$ cat src/rtl/wb_arbiter_pkg.sv
// wb_arbiter_pkg: shared widths, defaults and the write-back source select type.
`default_nettype none

package wb_arbiter_pkg;

    localparam int WB_FIFO_DEPTH = 4;
    localparam int WB_STARVE_MAX = 8;
    localparam int REG_BUS_W     = 32;
    localparam int REG_ADDR_W    = 5;
    localparam int WB_CNT_W      = 32;

    typedef enum logic [1:0] {
        SEL_NONE = 2'd0,
        SEL_ALU  = 2'd1,
        SEL_LOAD = 2'd2
    } wb_sel_e;

    function automatic int cnt_width(input int depth);
        return $clog2(depth + 1);
    endfunction

endpackage

`default_nettype wire

$ cat src/rtl/wb_fifo.sv
// wb_fifo: load-result circular buffer with a per-entry squash bit and
// an rd compare-and-mark port that flags resident entries as stale.
`default_nettype none

module wb_fifo
    import wb_arbiter_pkg::*;
#(
    parameter int DEPTH  = WB_FIFO_DEPTH,
    parameter int XLEN   = REG_BUS_W,
    parameter int REG_AW = REG_ADDR_W,
    localparam int PW    = $clog2(DEPTH),
    localparam int CW    = cnt_width(DEPTH)
) (
    input  logic              clk,
    input  logic              rst,
    input  logic              i_push,
    input  logic [REG_AW-1:0] i_push_rd,
    input  logic [XLEN-1:0]   i_push_data,
    input  logic              i_pop,
    input  logic              i_mark_en,
    input  logic [REG_AW-1:0] i_mark_rd,
    output logic [REG_AW-1:0] o_head_rd,
    output logic [XLEN-1:0]   o_head_data,
    output logic              o_head_sq,
    output logic [CW-1:0]     o_count
);

    logic [REG_AW-1:0] r_rd   [DEPTH];
    logic [XLEN-1:0]   r_data [DEPTH];
    logic [DEPTH-1:0]  r_sq;
    logic [PW-1:0]     r_head;
    logic [PW-1:0]     r_tail;
    logic [CW-1:0]     r_count;
    logic [DEPTH-1:0]  w_mark;

    // An entry is resident when its distance from head is below the count;
    // the slot being pushed this cycle is never resident, so it stays clean.
    for (genvar g = 0; g < DEPTH; g++) begin : g_mark
        logic [PW-1:0] w_off;
        assign w_off     = PW'(g) - r_head;
        assign w_mark[g] = i_mark_en && (r_rd[g] == i_mark_rd) && (CW'(w_off) < r_count);
    end

    always_ff @(posedge clk or negedge rst) begin
        if (!rst) begin
            r_head  <= '0;
            r_tail  <= '0;
            r_count <= '0;
            r_sq    <= '0;
            for (int i = 0; i < DEPTH; i++) begin
                r_rd[i]   <= '0;
                r_data[i] <= '0;
            end
        end else begin
            r_sq <= r_sq | w_mark;
            if (i_push) begin
                r_rd[r_tail]   <= i_push_rd;
                r_data[r_tail] <= i_push_data;
                r_sq[r_tail]   <= 1'b0;
                r_tail         <= r_tail + PW'(1);
            end
            if (i_pop) begin
                r_head <= r_head + PW'(1);
            end
            r_count <= r_count + CW'(i_push) - CW'(i_pop);
        end
    end

    assign o_head_rd   = r_rd[r_head];
    assign o_head_data = r_data[r_head];
    assign o_head_sq   = r_sq[r_head];
    assign o_count     = r_count;

endmodule

`default_nettype wire

$ cat src/rtl/wb_arbiter.sv
// wb_arbiter: write-back port arbiter, ALU priority over buffered loads with
// stale-load squash and starvation stall. Optional counters under WB_PERF_EN.
`default_nettype none

module wb_arbiter
    import wb_arbiter_pkg::*;
#(
    parameter int DEPTH      = WB_FIFO_DEPTH,
    parameter int STARVE_MAX = WB_STARVE_MAX,
    parameter int XLEN       = REG_BUS_W,
    parameter int REG_AW     = REG_ADDR_W,
    localparam int CW        = cnt_width(DEPTH),
    localparam int SW        = $clog2(STARVE_MAX + 1)
) (
    input  logic              clk,
    input  logic              rst,
    input  logic              alu_valid,
    input  logic [REG_AW-1:0] alu_rd,
    input  logic [XLEN-1:0]   alu_data,
    output logic              alu_stall,
    input  logic              ld_valid,
    input  logic [REG_AW-1:0] ld_rd,
    input  logic [XLEN-1:0]   ld_data,
    output logic              ld_ready,
    output logic              we,
    output logic [REG_AW-1:0] waddr,
    output logic [XLEN-1:0]   wdata,
`ifdef WB_PERF_EN
    output logic [WB_CNT_W-1:0] perf_stall_cnt,
    output logic [WB_CNT_W-1:0] perf_squash_cnt,
`endif
    output logic [CW-1:0]     fifo_count
);

    logic              r_we;
    logic [REG_AW-1:0] r_waddr;
    logic [XLEN-1:0]   r_wdata;
    logic [SW-1:0]     r_starve;

    logic              w_stall;
    logic              w_alu_take;
    logic              w_empty;
    logic              w_push;
    logic              w_pop;
    logic              w_mark_en;
    wb_sel_e           w_sel;
    logic              w_we_nxt;
    logic [REG_AW-1:0] w_waddr_nxt;
    logic [XLEN-1:0]   w_wdata_nxt;
    logic [SW-1:0]     w_starve_nxt;
    logic [REG_AW-1:0] w_head_rd;
    logic [XLEN-1:0]   w_head_data;
    logic              w_head_sq;
    logic [CW-1:0]     w_count;

    wb_fifo #(
        .DEPTH  (DEPTH),
        .XLEN   (XLEN),
        .REG_AW (REG_AW)
    ) u_fifo (
        .clk         (clk),
        .rst         (rst),
        .i_push      (w_push),
        .i_push_rd   (ld_rd),
        .i_push_data (ld_data),
        .i_pop       (w_pop),
        .i_mark_en   (w_mark_en),
        .i_mark_rd   (alu_rd),
        .o_head_rd   (w_head_rd),
        .o_head_data (w_head_data),
        .o_head_sq   (w_head_sq),
        .o_count     (w_count)
    );

    // The stall is a pure decode of the counter so it is glitch-free for upstream.
    assign w_stall    = (r_starve == SW'(STARVE_MAX));
    assign w_empty    = (w_count == '0);
    assign w_alu_take = alu_valid && !w_stall;
    assign w_push     = ld_valid && (w_count < CW'(DEPTH));
    assign w_pop      = (w_sel == SEL_LOAD);
    assign w_mark_en  = w_alu_take && (alu_rd != '0);

    always_comb begin
        w_sel        = SEL_NONE;
        w_we_nxt     = 1'b0;
        w_waddr_nxt  = '0;
        w_wdata_nxt  = '0;
        w_starve_nxt = r_starve;
        if (w_alu_take) begin
            w_sel = SEL_ALU;
        end else if (!w_empty) begin
            w_sel = SEL_LOAD;
        end
        case (w_sel)
            SEL_ALU: begin
                if (alu_rd != '0) begin
                    w_we_nxt    = 1'b1;
                    w_waddr_nxt = alu_rd;
                    w_wdata_nxt = alu_data;
                end
            end
            SEL_LOAD: begin
                if (!w_head_sq && (w_head_rd != '0)) begin
                    w_we_nxt    = 1'b1;
                    w_waddr_nxt = w_head_rd;
                    w_wdata_nxt = w_head_data;
                end
            end
            default: ;
        endcase
        if (w_empty || w_pop) begin
            w_starve_nxt = '0;
        end else if (w_alu_take) begin
            w_starve_nxt = r_starve + SW'(1);
        end
    end

    always_ff @(posedge clk or negedge rst) begin
        if (!rst) begin
            r_we     <= 1'b0;
            r_waddr  <= '0;
            r_wdata  <= '0;
            r_starve <= '0;
        end else begin
            r_we     <= w_we_nxt;
            r_waddr  <= w_waddr_nxt;
            r_wdata  <= w_wdata_nxt;
            r_starve <= w_starve_nxt;
        end
    end

`ifdef WB_PERF_EN
    logic [WB_CNT_W-1:0] r_perf_stall;
    logic [WB_CNT_W-1:0] r_perf_squash;

    always_ff @(posedge clk or negedge rst) begin
        if (!rst) begin
            r_perf_stall  <= '0;
            r_perf_squash <= '0;
        end else begin
            r_perf_stall  <= r_perf_stall + WB_CNT_W'(w_stall);
            r_perf_squash <= r_perf_squash + WB_CNT_W'(w_pop && w_head_sq);
        end
    end

    assign perf_stall_cnt  = r_perf_stall;
    assign perf_squash_cnt = r_perf_squash;
`endif

    assign alu_stall  = w_stall;
    assign ld_ready   = (w_count < CW'(DEPTH));
    assign we         = r_we;
    assign waddr      = r_waddr;
    assign wdata      = r_wdata;
    assign fifo_count = w_count;

endmodule

`default_nettype wire

$ cat config.mk
export PLATFORM = sky130hd
export DESIGN_NAME = wb_arbiter
export DESIGN_NICKNAME = d
export VERILOG_FILES = /design/src/rtl/wb_arbiter_pkg.sv /design/src/rtl/wb_fifo.sv /design/src/rtl/wb_arbiter.sv
export SDC_FILE = /design/constraint.sdc
export NUM_CORES = 1
export LEC_CHECK = 0
export BUFFER_PORTS_ARGS = -buffer_cell sky130_fd_sc_hd__buf_2
export CORE_ASPECT_RATIO = 1.4
export CORE_MARGIN = 1
export CORE_UTILIZATION = 52
export DETAILED_ROUTE_END_ITERATION = 12
export PLACE_DENSITY = 0.78
export SETUP_SLACK_MARGIN = 0.02
export SLEW_MARGIN = 20
export SYNTH_ARGS = -nofsm -noshare
export SYNTH_HDL_FRONTEND = slang
export SYNTH_SLANG_ARGS = --single-unit
$ cat constraint.sdc
create_clock -name clk -period 2.2 [get_ports clk]
set_input_delay 0.33 -clock clk [delete_from_list [all_inputs] [get_ports clk]]
set_output_delay 0.33 -clock clk [all_outputs]
set_load 0.1 [all_outputs]
==> metrics.txt <==
run status completed; peak supply drop 1.049 mV; min cycle time layout 2096 ps; Synth area leader dfrtp_1; Post-route DRC 0; fin. max-slew vios 0; sequential power share 34.6%; Post-synth top flop dfrtp_1; GRT overflow 0; Total Power 18,940 µW; Worst Hold Class input pin to register; MaxCap Viol Count 0; CP startpoint u_fifo.r_head[0]$_DFFE_PN0N_; Finished Layout Cells 918; Distinct cells, synth 32; fill cell count 1,235; critical path launch point type register; Critical Path RT 2570 ps; actual slew at the worst max-slew pin 532.1 ps; CP max stage delay 520 ps; Tot GR Track Use 22.77%; cell mode on critical path buf_4; Sw Share 39.98%; Worst-path clk slew 70 ps; Worst Path Max Fanout 9; root buf cell clkbuf_16; number of global-route vias before repair 5,906; worst hold path startpoint alu_data[16]; number of buffers created by CTS 19; power share of the combinational group 45.9%; Buf+Inv Stages, Crit Path 3; Setup CP Type register to register; drt first pass iters 4; # rows 56; clock sinks 201; WL per Instance 21.04 µm; Post-DP HPWL 13,300 µm; skew final 11.39 ps; FFs w/ async S/R, synth 100.0%; Worst R2R Start u_fifo.r_head[0]$_DFFE_PN0N_; Internal 11,370 µW; Clk Latency, worst-skew pair 480 ps; total wire length 19,320 µm; Die W 112.4 µm; I/O Buffers 120; PwrDens 1789 mW/mm²; Hold Path Depth 2; RePlAce Congestion 0.8555; cell family with most CP delay multiplexers; via count 5,297; Synth top area share 56.70%; Detail Route Antenna Nets 0; fraction of layout cells with a size suffix above 1 56.16%; Synth Instances 568; DIE HEIGHT 156.5 µm; Die Area 0.01759 mm²; H-tree levels 1; Post-Syn Area 0.008871 mm²; Top-Level Pins 121; Fmax achieved 0.4770 GHz; global-route wire length before repair 30,990 µm; Synth Register Bits 201; P_sw 7571 µW; sequential fraction of the synthesis area 56.70%; max_slew headroom 64.52%; Area Overhead vs Synth 19.35%; Vias/cell 5.770; crit path capture type register; worst path arrival time 2460 ps; RSZ-0062 raised after global routing false; synth top area cells dfrtp_1 57%, mux2_2 19%, mux4_2 9.4%; Ys Warns 0; antenna violations before repair 1; Max Root-Sink Buffers 3; Post-synth EDFFs 0; Clk pwr share 19.4%; largest net degree at the start of global routing 64; Leak 0.004883 µW; final setup fails 0; WP depth 7; Initial Util 52.97%; reg2reg path depth 7; dpl cells 878; fin crit share 95.29%; post-synthesis average cell area 15.62 µm²; CTS tree yes; crit path cell chain buf_4 -> mux4_2 -> nor2_1 -> a2111oi_4 -> buf_4 -> buf_4 -> a22o_2; final hold violations 0; core area 0.01675 mm²; # nets final 793; CP max-delay cell mux4_2; Post-Syn Nets 659; initial DRC count 188
==> stage by stage <==
| step | area, µm² | util, % | setup slack [ps] | TNS (ps) | hold slack [ps] |
|---|---|---|---|---|---|
| floorplan | 8907 | - | 54.39 | 0 | 34.41 |
| global route | 10590 | 63.22 | 20.17 | 0 | 61.73 |
| detailed placement | 9819 | 58.64 | -7.843 | -20.29 | 348.7 |
| global placement | 9819 | 58.64 | 50.16 | 0 | 344.8 |
| CTS | 10540 | 62.94 | 32.47 | 0 | 55.87 |
| finish | 10590 | 63.22 | 103.7 | 0 | 68.06 |
==> layout by cell type (no fill, tap or decap), types with 9 or more instances in the layout <==
master     instances
a22o_1            21
a22o_2            16
buf_2            118
buf_4             26
clkbuf_16         19
dfrtp_1          196
ha_1              12
inv_1             16
mux2_2           148
mux4_2            37
nor2_1             9
xor2_1            23
==> final timing paths <==
path / end / slack (ps)
setup / recovery: wdata[0]$_DFF_PN0_ / 100
hold / removal: wdata[16]$_DFF_PN0_ / 70
setup reg to reg: wdata[0]$_DFF_PN0_ / 100
hold reg to reg: r_starve[0]$_DFFE_PN0P_ / 490
max in group asynchronous: u_fifo.r_data[54]$_DFFE_PN0P_ / 1020
min in group asynchronous: r_starve[2]$_DFFE_PN0P_ / 400
==> cell families after synthesis <==
family	after synthesis	share of synthesized area [%]
DFF	201	56.70
muxes	186	28.48
buffers and inverters	55	3.032
AOI/OAI and AO/OA	54	5.402
and+or+nand+nor	31	1.707
xor gates and xnor gates	28	2.764
adders and majority gates	13	1.918
==> state kept, by name (all words and copies together) (netlist names) <==
name and count:
u_fifo.r_data 128, waddr 5, u_fifo.o_count 3, u_fifo.r_head 2
u_fifo.r_tail 2, wdata 32, u_fifo.r_rd 20, we 1
u_fifo.r_sq 4, r_starve 4
==> final cells by class <==
| class | count | area (µm²) | area share, % |
|---|---|---|---|
| Antenna cell | 1 | 2.502 | 0.02363 |
| Clock buffer | 23 | 530.5 | 5.011 |
| Clock inverter | 10 | 180.2 | 1.702 |
| Inverter | 16 | 60.06 | 0.5672 |
| Multi-Input combinational cell | 312 | 3605 | 34.05 |
| Sequential cell | 201 | 5039 | 47.59 |
| Tap cell | 203 | 254.0 | 2.399 |
| Timing Repair Buffer | 152 | 917.1 | 8.662 |
==> worst reg2reg max path, stage by stage (launching register included) <==
cell	delay, ps
dfrtp_2	430
buf_4	170
mux4_2	520
nor2_1	210
a2111oi_4	110
buf_4	180
buf_4	170
a22o_2	210
==> power groups by stage <==
stage / logic, µW / registers, µW / clock network, µW
after floorplan: 4490 / 8830 / 0
after global routing: 9180 / 6770 / 3870
after detailed placement: 8620 / 6620 / 0
final: 8700 / 6560 / 3680
after global placement: 8400 / 6440 / 0
after CTS: 8660 / 6570 / 3730
==> metal layers <==
| layer | up-vias | wire length, µm | GRT usage (%) |
|---|---|---|---|
| li1 | 2345 | - | - |
| met1 | 2804 | 7684 | 28.39 |
| met2 | 113 | 10410 | 40.64 |
| met3 | 35 | 665 | 3.021 |
| met4 | 0 | 555 | 8.317 |
| met5 | - | 0 | 0 |
==> Yosys cell counts, drive strengths merged, types with 2 or more instances <==
cell type	count
nand2b	2
ha	12
xnor2	5
nor3	7
xor2	23
mux2	148
buf	25
nor2	9
mux4	38
a21boi	3
inv	16
o2111ai	3
nand2	7
a21oi	6
a22o	37
dfrtp	201
clkbuf	14
o21ai	2
==> timing repair <==
action                                 CTS  global route
setup endpoints to repair               31            38
hold buffers                             1             0
cloned                                   0             0
gates resized for setup                  0             2
endpoints found under the hold margin   58             0
pin swaps                                1             2
setup buffers                            0             5
Note: power is estimated with default switching activity, not from simulation.
